--- config.mk ---
export PLATFORM = sky130hd
export DESIGN_NAME = trap_sequencer
export DESIGN_NICKNAME = d
export VERILOG_FILES = /design/src/rtl/trap_sequencer.sv
export SDC_FILE = /design/constraint.sdc
export NUM_CORES = 1
export LEC_CHECK = 0
export CORE_AREA = 3 3 139 141
export DETAILED_ROUTE_END_ITERATION = 8
export DIE_AREA = 0 0 142 144
export PLACE_DENSITY = 0.74
export SLEW_MARGIN = 10
export SYNTH_ARGS = -nofsm -noshare
export SYNTH_HDL_FRONTEND = slang
export SYNTH_SLANG_ARGS = --single-unit
--- constraint.sdc ---
create_clock -name clk -period 11.85 [get_ports clk]
set_clock_uncertainty 0.1 [all_clocks]
set_input_delay 2.37 -clock clk [delete_from_list [all_inputs] [get_ports clk]]
set_output_delay 2.37 -clock clk [all_outputs]
set_load 0.01 [all_outputs]
--- src/rtl/trap_sequencer.sv ---
// trap_sequencer: M-mode trap / mret sequencer owning the CSR write port.
// Latency: trap redirect at N+5 (writes N+1..N+4), mret redirect at N+2; IDLE passthrough is combinational.
// Backpressure: holds stall/trap_busy while sequencing, ignores requests; optional irq via TRAP_SEQ_IRQ_EN.
module trap_sequencer #(
   parameter int DATA_WIDTH     = 32,
   parameter int CSR_ADDR_WIDTH = 12
) (
   input  logic                      clk,
   input  logic                      reset,
   input  logic [DATA_WIDTH-1:0]     pc_in,
   input  logic [DATA_WIDTH-1:0]     instr_in,
   input  logic [DATA_WIDTH-1:0]     fault_addr_in,
   input  logic [4:0]                exc_req,
   input  logic                      irq_ext,
   input  logic                      mret,
   input  logic [DATA_WIDTH-1:0]     mstatus_in,
   input  logic [DATA_WIDTH-1:0]     mie_in,
   input  logic [DATA_WIDTH-1:0]     mtvec_in,
   input  logic [DATA_WIDTH-1:0]     mepc_in,
   input  logic                      pipe_csr_wr,
   input  logic [CSR_ADDR_WIDTH-1:0] pipe_csr_addr,
   input  logic [DATA_WIDTH-1:0]     pipe_csr_data,
   input  logic [1:0]                pipe_csr_cntrl,
   output logic                      csr_wr,
   output logic [CSR_ADDR_WIDTH-1:0] csr_addr,
   output logic [DATA_WIDTH-1:0]     csr_data,
   output logic [1:0]                csr_cntrl,
   output logic                      stall,
   output logic                      flush,
   output logic                      redirect_valid,
   output logic [DATA_WIDTH-1:0]     redirect_pc,
   output logic                      trap_busy
);

   localparam logic [2:0] S_IDLE      = 3'd0;
   localparam logic [2:0] S_W_MEPC    = 3'd1;
   localparam logic [2:0] S_W_MCAUSE  = 3'd2;
   localparam logic [2:0] S_W_MTVAL   = 3'd3;
   localparam logic [2:0] S_W_MSTATUS = 3'd4;
   localparam logic [2:0] S_R_MSTATUS = 3'd5;
   localparam logic [2:0] S_REDIRECT  = 3'd6;

   localparam logic [DATA_WIDTH-1:0] IRQ_CAUSE = {1'b1, {(DATA_WIDTH-5){1'b0}}, 4'hB};

   logic [2:0]            state;
   logic [DATA_WIDTH-1:0] lat_pc, lat_cause, lat_tval, lat_mstatus;
   logic                  lat_mret;

   logic                  exc_any, irq_take, event_take;
   logic [3:0]            exc_code;
   logic [DATA_WIDTH-1:0] exc_tval;
   logic [DATA_WIDTH-1:0] trap_mstatus, mret_mstatus;

   // Only some mie/mtvec bits matter; irq_ext is dead when interrupts are compiled out.
   logic unused_inputs;
   assign unused_inputs = ^{irq_ext, mie_in, mtvec_in[1:0]};

   // Exception priority encode: lowest set index wins; mtval source follows the cause.
   always_comb begin
      exc_any  = |exc_req;
      exc_code = 4'd0;
      exc_tval = '0;
      if (exc_req[0]) begin
         exc_code = 4'd3;
      end else if (exc_req[1]) begin
         exc_code = 4'd0;
         exc_tval = fault_addr_in;
      end else if (exc_req[2]) begin
         exc_code = 4'd2;
         exc_tval = instr_in;
      end else if (exc_req[3]) begin
         exc_code = 4'd11;
      end else if (exc_req[4]) begin
         exc_code = 4'd4;
         exc_tval = fault_addr_in;
      end
   end

`ifdef TRAP_SEQ_IRQ_EN
   assign irq_take = irq_ext & mstatus_in[3] & mie_in[11] & ~exc_any;
`else
   assign irq_take = 1'b0;
`endif

   assign event_take = exc_any | irq_take | mret;

   // mstatus images written on trap entry and on mret.
   always_comb begin
      trap_mstatus        = lat_mstatus;
      trap_mstatus[7]     = lat_mstatus[3];
      trap_mstatus[3]     = 1'b0;
      trap_mstatus[12:11] = 2'b11;
      mret_mstatus        = lat_mstatus;
      mret_mstatus[3]     = lat_mstatus[7];
      mret_mstatus[7]     = 1'b1;
   end

   // Sequence state and event latches; reset abandons any sequence in flight.
   always_ff @(posedge clk or posedge reset) begin
      if (reset) begin
         state       <= S_IDLE;
         lat_pc      <= '0;
         lat_cause   <= '0;
         lat_tval    <= '0;
         lat_mstatus <= '0;
         lat_mret    <= 1'b0;
      end else begin
         case (state)
            S_IDLE: begin
               if (exc_any || irq_take) begin
                  state       <= S_W_MEPC;
                  lat_pc      <= pc_in;
                  lat_cause   <= irq_take ? IRQ_CAUSE : DATA_WIDTH'(exc_code);
                  lat_tval    <= exc_tval;
                  lat_mstatus <= mstatus_in;
                  lat_mret    <= 1'b0;
               end else if (mret) begin
                  state       <= S_R_MSTATUS;
                  lat_mstatus <= mstatus_in;
                  lat_mret    <= 1'b1;
               end
            end
            S_W_MEPC:    state <= S_W_MCAUSE;
            S_W_MCAUSE:  state <= S_W_MTVAL;
            S_W_MTVAL:   state <= S_W_MSTATUS;
            S_W_MSTATUS: state <= S_REDIRECT;
            S_R_MSTATUS: state <= S_REDIRECT;
            default:     state <= S_IDLE;
         endcase
      end
   end

   // Output decode: passthrough in IDLE (dropped on an accepted event), sequence writes otherwise.
   always_comb begin
      csr_wr         = 1'b0;
      csr_addr       = '0;
      csr_data       = '0;
      csr_cntrl      = 2'b00;
      stall          = 1'b0;
      flush          = 1'b0;
      redirect_valid = 1'b0;
      redirect_pc    = '0;
      trap_busy      = 1'b0;
      if (!reset) begin
         case (state)
            S_IDLE: begin
               if (!event_take) begin
                  csr_wr    = pipe_csr_wr;
                  csr_addr  = pipe_csr_addr;
                  csr_data  = pipe_csr_data;
                  csr_cntrl = pipe_csr_cntrl;
               end
            end
            S_W_MEPC: begin
               csr_wr   = 1'b1;
               csr_addr = CSR_ADDR_WIDTH'(12'h341);
               csr_data = lat_pc;
               flush    = 1'b1;
            end
            S_W_MCAUSE: begin
               csr_wr   = 1'b1;
               csr_addr = CSR_ADDR_WIDTH'(12'h342);
               csr_data = lat_cause;
            end
            S_W_MTVAL: begin
               csr_wr   = 1'b1;
               csr_addr = CSR_ADDR_WIDTH'(12'h343);
               csr_data = lat_tval;
            end
            S_W_MSTATUS: begin
               csr_wr   = 1'b1;
               csr_addr = CSR_ADDR_WIDTH'(12'h300);
               csr_data = trap_mstatus;
            end
            S_R_MSTATUS: begin
               csr_wr   = 1'b1;
               csr_addr = CSR_ADDR_WIDTH'(12'h300);
               csr_data = mret_mstatus;
               flush    = 1'b1;
            end
            S_REDIRECT: begin
               redirect_valid = 1'b1;
               redirect_pc    = lat_mret ? mepc_in : {mtvec_in[DATA_WIDTH-1:2], 2'b00};
            end
            default: ;
         endcase
         if (state != S_IDLE) begin
            stall     = 1'b1;
            trap_busy = 1'b1;
         end
      end
   end

endmodule

Yosys cells after proc, flatten, opt, wreduce, memory -nomap -nowiden
Index checks and enable logic that the tools add are counted.

storage, ports and cells
  latch bits = 0
  output and inout bits = 83
  memory bits (read-only) = 0
  word-level logic and storage cells = 61
  memories kept = 0
  register bits = 104
  RAM bits = 0

cells by class
  magnitude comparators = 0
  equality and inequality tests = 7
  reduce and logical (&&, ||, !) cells = 9
  bitwise operators = 1
  div/mod/pow operators = 0
  multiplexer cells = 38
  $add $sub $neg = 0
  multiply operators = 0
  shift operators = 0

operators by type and width
  cell                                                              number
  32-bit two-way mux                                                12
  32-bit one-hot mux with 6 select lines                            1
  12-bit one-hot mux with 5 select lines                            1
  12-bit two-way mux                                                2
  4-bit two-way mux                                                 4
  3-bit one-hot mux with 5 select lines                             1
  1-bit two-way mux                                                 10
  5-bit OR reduction                                                2
  3-bit == test (second input constant)                             3
  3-bit two-way mux                                                 3
  3-bit by 2-bit == test with 1-bit output (second input constant)  2
  2-bit two-way mux                                                 3
  2-bit AND reduction                                               2
  2-bit OR reduction                                                2
  3-bit by 1-bit == test with 1-bit output (second input constant)  1
  3-bit zero test                                                   1
  3-bit != test (second input constant)                             1
  3-bit nonzero test                                                1
  1-bit one-hot mux with 2 select lines                             1
  2-bit nonzero test                                                1
  1-bit bitwise OR                                                  1

Longest topological paths before layout
Gate-level depths: netlist (run 1).

  depth in word-level cells = 5
  depth in mapped cells = 6

Worst setup path after synthesis (run 1)
Ideal clock, no wire load.

  path kind = input port to output port
  start = input reset
  end = output csr_addr[1]
  required time = 9.380 ns
  stages on the path = 4
  path slack = 3.700 ns
  arrival = 5.680 ns
  path through = inv_1 > nand2_1 > clkbuf_1 > a21oi_1

on the way
  cells in the longest elaborated chain, start to end = 1

RTL lines
  element             RTL line  text
  start: declaration  9         input logic reset,
  12-bit two-way mux  144       if (!reset) begin
  end: declaration    25        output logic [CSR_ADDR_WIDTH-1:0] csr_addr,

Every way passes these cells.

Worst setup path in the final report (run 1)
  start = input exc_req[2]
  end = output csr_addr[10]

on the way
  cells in the longest elaborated chain, start to end = 5

RTL lines
  element                                 RTL line  text
  start: declaration                      13        input logic [4:0] exc_req,
  5-bit OR reduction                      60        exc_any = |exc_req;
  1-bit bitwise OR                        85        assign event_take = exc_any | irq_take | mret;
  12-bit two-way mux                      147       if (!event_take) begin
  12-bit one-hot mux with 5 select lines  145       case (state)
  12-bit two-way mux                      144

Every way passes these cells.

==> results of run 1 <==
-- cells in the mapped netlist, types with 4 or more instances --
cell / count / area (um^2)
sky130_fd_sc_hd__dfrtp_1: 104 / 2600
sky130_fd_sc_hd__mux2_2: 90 / 1010
sky130_fd_sc_hd__clkbuf_1: 44 / 165
sky130_fd_sc_hd__nor2_1: 39 / 146
sky130_fd_sc_hd__a21oi_1: 36 / 180
sky130_fd_sc_hd__mux2i_1: 34 / 340
sky130_fd_sc_hd__nand4_1: 33 / 206
sky130_fd_sc_hd__nor4bb_1: 33 / 330
sky130_fd_sc_hd__a221oi_1: 32 / 280
sky130_fd_sc_hd__o2bb2ai_1: 32 / 280
sky130_fd_sc_hd__a22oi_1: 25 / 188
sky130_fd_sc_hd__buf_4: 13 / 97.6
sky130_fd_sc_hd__nor3b_1: 9 / 67.6
sky130_fd_sc_hd__buf_1: 8 / 30.0
sky130_fd_sc_hd__inv_1: 8 / 30.0
sky130_fd_sc_hd__nand2_1: 8 / 30.0
sky130_fd_sc_hd__buf_2: 6 / 30.0
sky130_fd_sc_hd__a31oi_1: 4 / 25.0
sky130_fd_sc_hd__a32oi_1: 4 / 35.0
sky130_fd_sc_hd__nor3_1: 4 / 20.0
-- metrics by stage --
step / utilization / power, W / std cells
3_5_place_dp: 0.541 / 0.00162 / 1101
6_report: 0.558 / 0.00190 / 1121
5_1_grt: 0.558 / 0.00202 / 1121
4_1_cts: 0.557 / 0.00192 / 1117
3_3_place_gp: 0.541 / 0.00160 / 1101
2_1_floorplan: - / 0.00126 / 604
-- power by group through the flow --
stage | combinational [W] | sequential (W) | clock [W]
CTS | 0.000945 | 0.000671 | 0.000302
floorplan | 0.000655 | 0.000602 | 0
global route | 0.00101 | 0.000696 | 0.000316
global placement | 0.000927 | 0.000670 | 0
detailed placement | 0.000942 | 0.000676 | 0
finish | 0.000937 | 0.000673 | 0.000294
-- worst paths after layout --
path | startpoint | endpoint | slack, ns | cells past startpoint
min reg2reg | lat_tval[22] | lat_tval[22] | 0.39 | 1
max in group asynchronous | reset | lat_tval[14] | 7.64 | 3
max reg2reg | state[1] | lat_mstatus[28] | 8.25 | 5
max | exc_req[2] | csr_addr[10] | 3.88 | 7
min in group asynchronous | reset | state[0] | 2.81 | 2
min | lat_tval[22] | lat_tval[22] | 0.39 | 1
-- layer usage --
layer  global-route usage  part of all wire
met5                    0           0.00058
met4               0.0854             0.020
met3               0.0665             0.080
met2                0.421              0.51
met1                0.290              0.39
-- layout by cell type, fill, tap and decap left out, drive strengths merged, types with 2 or more instances in the layout --
cell and instances:
a21oi 36, nor2 39, nor3b 9, o2bb2ai 32
nor3 4, and3 3, a22oi 25, dfrtp 104
mux2 90, o221a 3, diode 4, buf 13
clkdlybuf4s50 326, a41oi 3, nand3b 3, a32oi 4
a31oi 4, nand3 4, nand4 33, clkinv 4
nor4bb 33, clkbuf 10, nand2 8, a21boi 2
nand2b 3, inv 10, mux2i 34, or2 2
o21ai 3, nor2b 3, a221oi 32
-- flip-flops by register name, summed over array words and instances, names as in the netlist --
signal / cells
lat_cause: 4
lat_pc: 32
lat_mret: 1
state: 3
lat_tval: 32
lat_mstatus: 32
-- kinds of logic (layout without fill, tap and decap cells) --
family,Yosys count,in the layout,share of synthesized area
flip-flops,104,104,0.406
AND/OR/NAND/NOR,149,149,0.152
AO/OA/AOI/OAI,148,148,0.175
multiplexers,124,124,0.211
other,0,4,0
buffers and inverters,79,363,0.0551
-- worst max-delay path: stages --
cell and delay [ns]:
sky130_fd_sc_hd__clkdlybuf4s50_1 0.39, sky130_fd_sc_hd__buf_4 0.28, sky130_fd_sc_hd__nor4_4 0.68, sky130_fd_sc_hd__buf_4 0.55
sky130_fd_sc_hd__nand3_2 0.31, sky130_fd_sc_hd__nor3b_1 0.30, sky130_fd_sc_hd__clkdlybuf4s50_1 0.58
-- cell type report --
type,instances,area (um^2),area share
Clock buffer,10,239,0.0237
Clock inverter,6,51.3,0.00509
Sequential cell,104,2600,0.258
Tap cell,229,287,0.0284
Multi-Input combinational cell,421,3500,0.347
Inverter,8,32.5,0.00323
Timing Repair Buffer,339,3360,0.333
Antenna cell,4,10.0,0.000992
==> results.sh, run 1 <==
export IMPL_dr_total_vias=6350
export IMPL_clock_power_share=0.155
export IMPL_post_route_worst_setup_slack_ns=3.88
export IMPL_netSwitchingFraction=0.367
export IMPL_run_status="finished, final reports clean"
export IMPL_synth_warnings=0
export IMPL_grt_use_total=0.243
export IMPL_place_detailed_hpwl_mm=18.6
export IMPL_syn_instance_count=604
export IMPL_p_sw_w=0.000698
export IMPL_grt_pass1_vias=6444
export IMPL_post_cts_setup_buffers=0
export IMPL_static_leakage_nw=3.75
export IMPL_placedInstanceArea_um2=9790
export IMPL_worst_skew_pair_late_latency_ns=0.35
export IMPL_worst_slew_pin_transition_ns=1.19
export IMPL_root_buffer="sky130_fd_sc_hd__clkbuf_16"
export IMPL_timing_worst_setup_path_type="in -> out"
export IMPL_first_pass_iters=4
export IMPL_start_util=0.354
export IMPL_crit_fanout=37
export IMPL_max_slew_margin_rel=0.204
export IMPL_power_per_cell_area_nw_per_um2=189
export IMPL_filler_cell_count=1631
export IMPL_gpl_final_weighted_congestion=0.781
export IMPL_grt_antenna_before_repair=5
export IMPL_final_period_utilization=0.672
export IMPL_worstPathRequired_ns=9.38
export IMPL_cts_hold_buffers=0
export IMPL_die_h_um=144
export IMPL_max_freq_mhz=126
export IMPL_internal_power_w=0.00121
export IMPL_dieArea_um2=20400
export IMPL_final_layout_size_suffix_gt1_frac=0.157
export IMPL_finalNetCount=1163
export IMPL_detail_route_antenna_nets=0
export IMPL_rows=49
export IMPL_tritoncts_clock_tree="yes"
export IMPL_grt_overflow_total=0
export IMPL_port_buffer_count=327
export IMPL_syn_area_um2=6400
export IMPL_syn_to_final_growth_pct=57.5
export IMPL_htree_num_levels=3
export IMPL_routed_via_density=5.66
export IMPL_sequential_area_share_after_synthesis=0.406
export IMPL_pwr_share_comb=0.492
export IMPL_first_pass_grt_wire_length_mm=37.9
export IMPL_hold_ws_ns=0.387
export IMPL_routed_wire_length_per_instance_um=23.1
export IMPL_grt_start_max_net_pins=58
export IMPL_die_w_um=142
export IMPL_post_route_cell_area_um2=10100
export IMPL_drt_wl_total_mm=25.8
export IMPL_num_io_pins=363
export IMPL_peakVddDrop_mv=0.112
export IMPL_cp_end_kind="primary output"
export IMPL_drt_first_iter_violations=254
export IMPL_cp_arrival_ns=5.50
export IMPL_setup_tns_ns=0
export IMPL_yosysUniqueCellTypes=42
export IMPL_syn_num_nets=884
export IMPL_final_setup_viol_count=0
export IMPL_avg_inst_size_synth_um2=10.6
export IMPL_power_sequential_fraction=0.353
export IMPL_synth_seq_cells=104
export IMPL_preCtsSetupSlack_ns=3.83
export IMPL_clk_transition_reported_paths_ns=0.07
export IMPL_unrepaired_setup_endpoints_after_global_routing="no"
export IMPL_synth_async_sr_flop_share=1.00
export IMPL_tritoncts_num_sinks=104
export IMPL_class_of_the_worst_hold_path="reg -> reg"
export IMPL_placeable_area_um2=18100
export IMPL_drc=0
export IMPL_final_hold_violation_count=0
export IMPL_max_cap_violations=0
export IMPL_critPathLaunchType="input pin"
export IMPL_finalWorstPathRequiredPeriod_ns=7.97
export IMPL_finalMaxSlewViolations=0
export IMPL_cts_max_path_buffers=2
export IMPL_post_cts_resized=0
export IMPL_synth_edff_count=0
export IMPL_cts_buffers_inserted=9
export IMPL_postSynth_topFlopCell="sky130_fd_sc_hd__dfrtp_1"
No activity file was read; power rests on OpenSTA's default activity.
==> run 2: changes to the inputs <==
--- a/config.mk
+++ b/config.mk
@@ -5,10 +5,10 @@
 export SDC_FILE = /design/constraint.sdc
 export NUM_CORES = 1
 export LEC_CHECK = 0
-export CORE_AREA = 3 3 139 141
+export CORE_MARGIN = 3
+export CORE_UTILIZATION = 35
 export DETAILED_ROUTE_END_ITERATION = 8
-export DIE_AREA = 0 0 142 144
-export PLACE_DENSITY = 0.74
+export PLACE_DENSITY = 0.77
 export SLEW_MARGIN = 10
 export SYNTH_ARGS = -nofsm -noshare
 export SYNTH_HDL_FRONTEND = slang
==> constraint.sdc (replaced) <==
create_clock -name clk -period 6.6 [get_ports clk]
set_clock_uncertainty 0.1 [all_clocks]
set_input_delay 1.32 -clock clk [delete_from_list [all_inputs] [get_ports clk]]
set_output_delay 1.32 -clock clk [all_outputs]
set_load 0.01 [all_outputs]
==> run 2 against run 1 <==
  * Non-clock buffer count is 6 higher
  * Sequential power is 72% higher
  * Sequential share of layout area is 0.11 points lower
  * Register-to-register slack worse by 4.6 ns
  * Setup slack worse by 2.5 ns
  * Utilization is 1.8 points higher
  * Cell count hardly changed
  * Global-route usage is 1.0 points higher
  * Routed wire length is 1.5% higher
  * Total power is 82% higher
  * Largest power group unchanged
  * Highest routed layer unchanged
==> results.sh, run 2 (synthesis results as in run 1) <==
export IMPL_run_status="finished, final reports clean"
export IMPL_first_pass_grt_wire_length_mm=38.8
export IMPL_max_freq_mhz=192
export IMPL_drc=0
export IMPL_timing_reg2reg_setup_slack_ns=3.63
export IMPL_dr_total_vias=6456
export IMPL_unrepaired_setup_endpoints_after_global_routing="no"
export IMPL_start_util=0.364
export IMPL_setup_tns_ns=0
export IMPL_static_leakage_nw=3.79
export IMPL_most_common_library_cell_in_the_layout_ignoring_fill_and_taps="sky130_fd_sc_hd__clkdlybuf4s50_1"
export IMPL_tritoncts_num_sinks=104
export IMPL_timing_worst_setup_path_type="in -> out"
export IMPL_layout_cells_most_common_list="323 x sky130_fd_sc_hd__clkdlybuf4s50_1, 103 x sky130_fd_sc_hd__dfrtp_1, 90 x sky130_fd_sc_hd__mux2_2"
export IMPL_drt_wl_total_mm=26.2
export IMPL_class_of_the_worst_hold_path="reg -> reg"
export IMPL_hold_depth=1
export IMPL_htree_num_levels=3
export IMPL_syn_to_final_growth_pct=58.2
export IMPL_finalWorstPathRequiredPeriod_ns=5.20
export IMPL_finalMaxSlewViolations=0
export IMPL_grt_overflow_total=0
export IMPL_top_regs="lat_mstatus x32, lat_pc x32, lat_tval x32"
export IMPL_crit_fanout=31
export IMPL_root_buffer="sky130_fd_sc_hd__clkbuf_16"
export IMPL_critPathLaunchType="input pin"
export IMPL_reg2reg_depth=6
export IMPL_final_setup_viol_count=0
export IMPL_max_stage_delay_ns=0.59
export IMPL_detail_route_antenna_nets=0
export IMPL_post_cts_setup_buffers=0
export IMPL_tritoncts_clock_tree="yes"
export IMPL_grt_start_max_net_pins=63
export IMPL_clk_transition_reported_paths_ns=0.07
export IMPL_placeable_area_um2=17600
export IMPL_die_h_um=141
export IMPL_finalCoreUtilization=0.576
export IMPL_rows=48
export IMPL_finalNetCount=1169
export IMPL_max_cap_violations=0
export IMPL_final_hold_violation_count=0
export IMPL_cts_hold_buffers=0
export IMPL_place_detailed_hpwl_mm=19.2
export IMPL_first_pass_iters=5
export IMPL_worstPathRequired_ns=5.18
export IMPL_cts_buffers_inserted=9
export IMPL_power_per_cell_area_nw_per_um2=342
export IMPL_final_period_utilization=0.788
export IMPL_final_layout_size_suffix_gt1_frac=0.163
export IMPL_cp_end_kind="primary output"
export IMPL_port_buffer_count=327
export IMPL_placedInstanceArea_um2=9810
export IMPL_grt_pass1_vias=6565
export IMPL_cp_arrival_ns=3.78
export IMPL_critical_path_cell_chain="clkdlybuf4s50_1, nor4_4, buf_4, nand3_2, nor3b_1, clkdlybuf4s50_1"
export IMPL_cts_max_path_buffers=2
export IMPL_post_cts_resized=0
export IMPL_cp_slowest_cell="sky130_fd_sc_hd__clkdlybuf4s50_1"
export IMPL_drt_first_iter_violations=307
export IMPL_post_route_cell_area_um2=10100
export IMPL_worst_skew_pair_late_latency_ns=0.34
export IMPL_routed_wire_length_per_instance_um=23.4
export IMPL_grt_antenna_before_repair=4
export IMPL_peakVddDrop_mv=0.173
export IMPL_critical_path_most_common_cell="sky130_fd_sc_hd__clkdlybuf4s50_1"
export IMPL_max_slew_margin_rel=0.306
export IMPL_die_w_um=141
export IMPL_gpl_final_weighted_congestion=0.809
export IMPL_num_io_pins=363
export IMPL_routed_via_density=5.75
export IMPL_worst_slew_pin_transition_ns=1.04
export IMPL_grt_use_total=0.253
export IMPL_dieArea_um2=20000
## run 2: final timing paths
path                              startpoint           end
min in group asynchronous              reset      lat_mret
worst max-delay path              exc_req[0]  csr_cntrl[1]
worst max register to register      state[1]     lat_pc[0]
worst min-delay path            lat_tval[20]  lat_tval[20]
max in group asynchronous              reset    lat_pc[15]
worst min register to register  lat_tval[20]  lat_tval[20]
## run 2: layer usage
metal  up-vias  track usage  part of all wire
met4         2       0.0841             0.027
met5         -            0           0.00042
met1      3196        0.290              0.38
met3        43       0.0715             0.077
li1       2916            -                 -
met2       299        0.453              0.52
## run 2: report_power, final
part / switching [W] / total [W] / internal (W)
logic: 0.000810 / 0.00175 / 0.000943
clock network: 0.000257 / 0.000558 / 0.000301
registers: 0.000198 / 0.00116 / 0.000959
total: 0.00126 / 0.00347 / 0.00220
## run 2: worst max-delay path: cells and delay by family
kind / cells / cell delay, ns
buf+inv: 3 / 1.52
simple gates: 3 / 0.93
## run 2: cell type report
class | count | area, um^2
Fill cell | 1567 | 7470
Multi-Input combinational cell | 421 | 3510
Timing Repair Buffer | 345 | 3390
Sequential cell | 104 | 2600
Tap cell | 225 | 282
Clock buffer | 10 | 229
Clock inverter | 6 | 77.6
Inverter | 8 | 32.5
Antenna cell | 3 | 7.51
## run 2: metrics by stage
stage          power (W)  setup WS (ns)  hold WS [ns]  cells
2_1_floorplan    0.00226          0.550         0.351    604
3_3_place_gp     0.00289           1.40         0.365   1103
3_5_place_dp     0.00292           1.37         0.369   1103
4_1_cts          0.00349           1.37         0.388   1119
5_1_grt          0.00368           1.22         0.397   1122
6_report         0.00347           1.40         0.382   1122
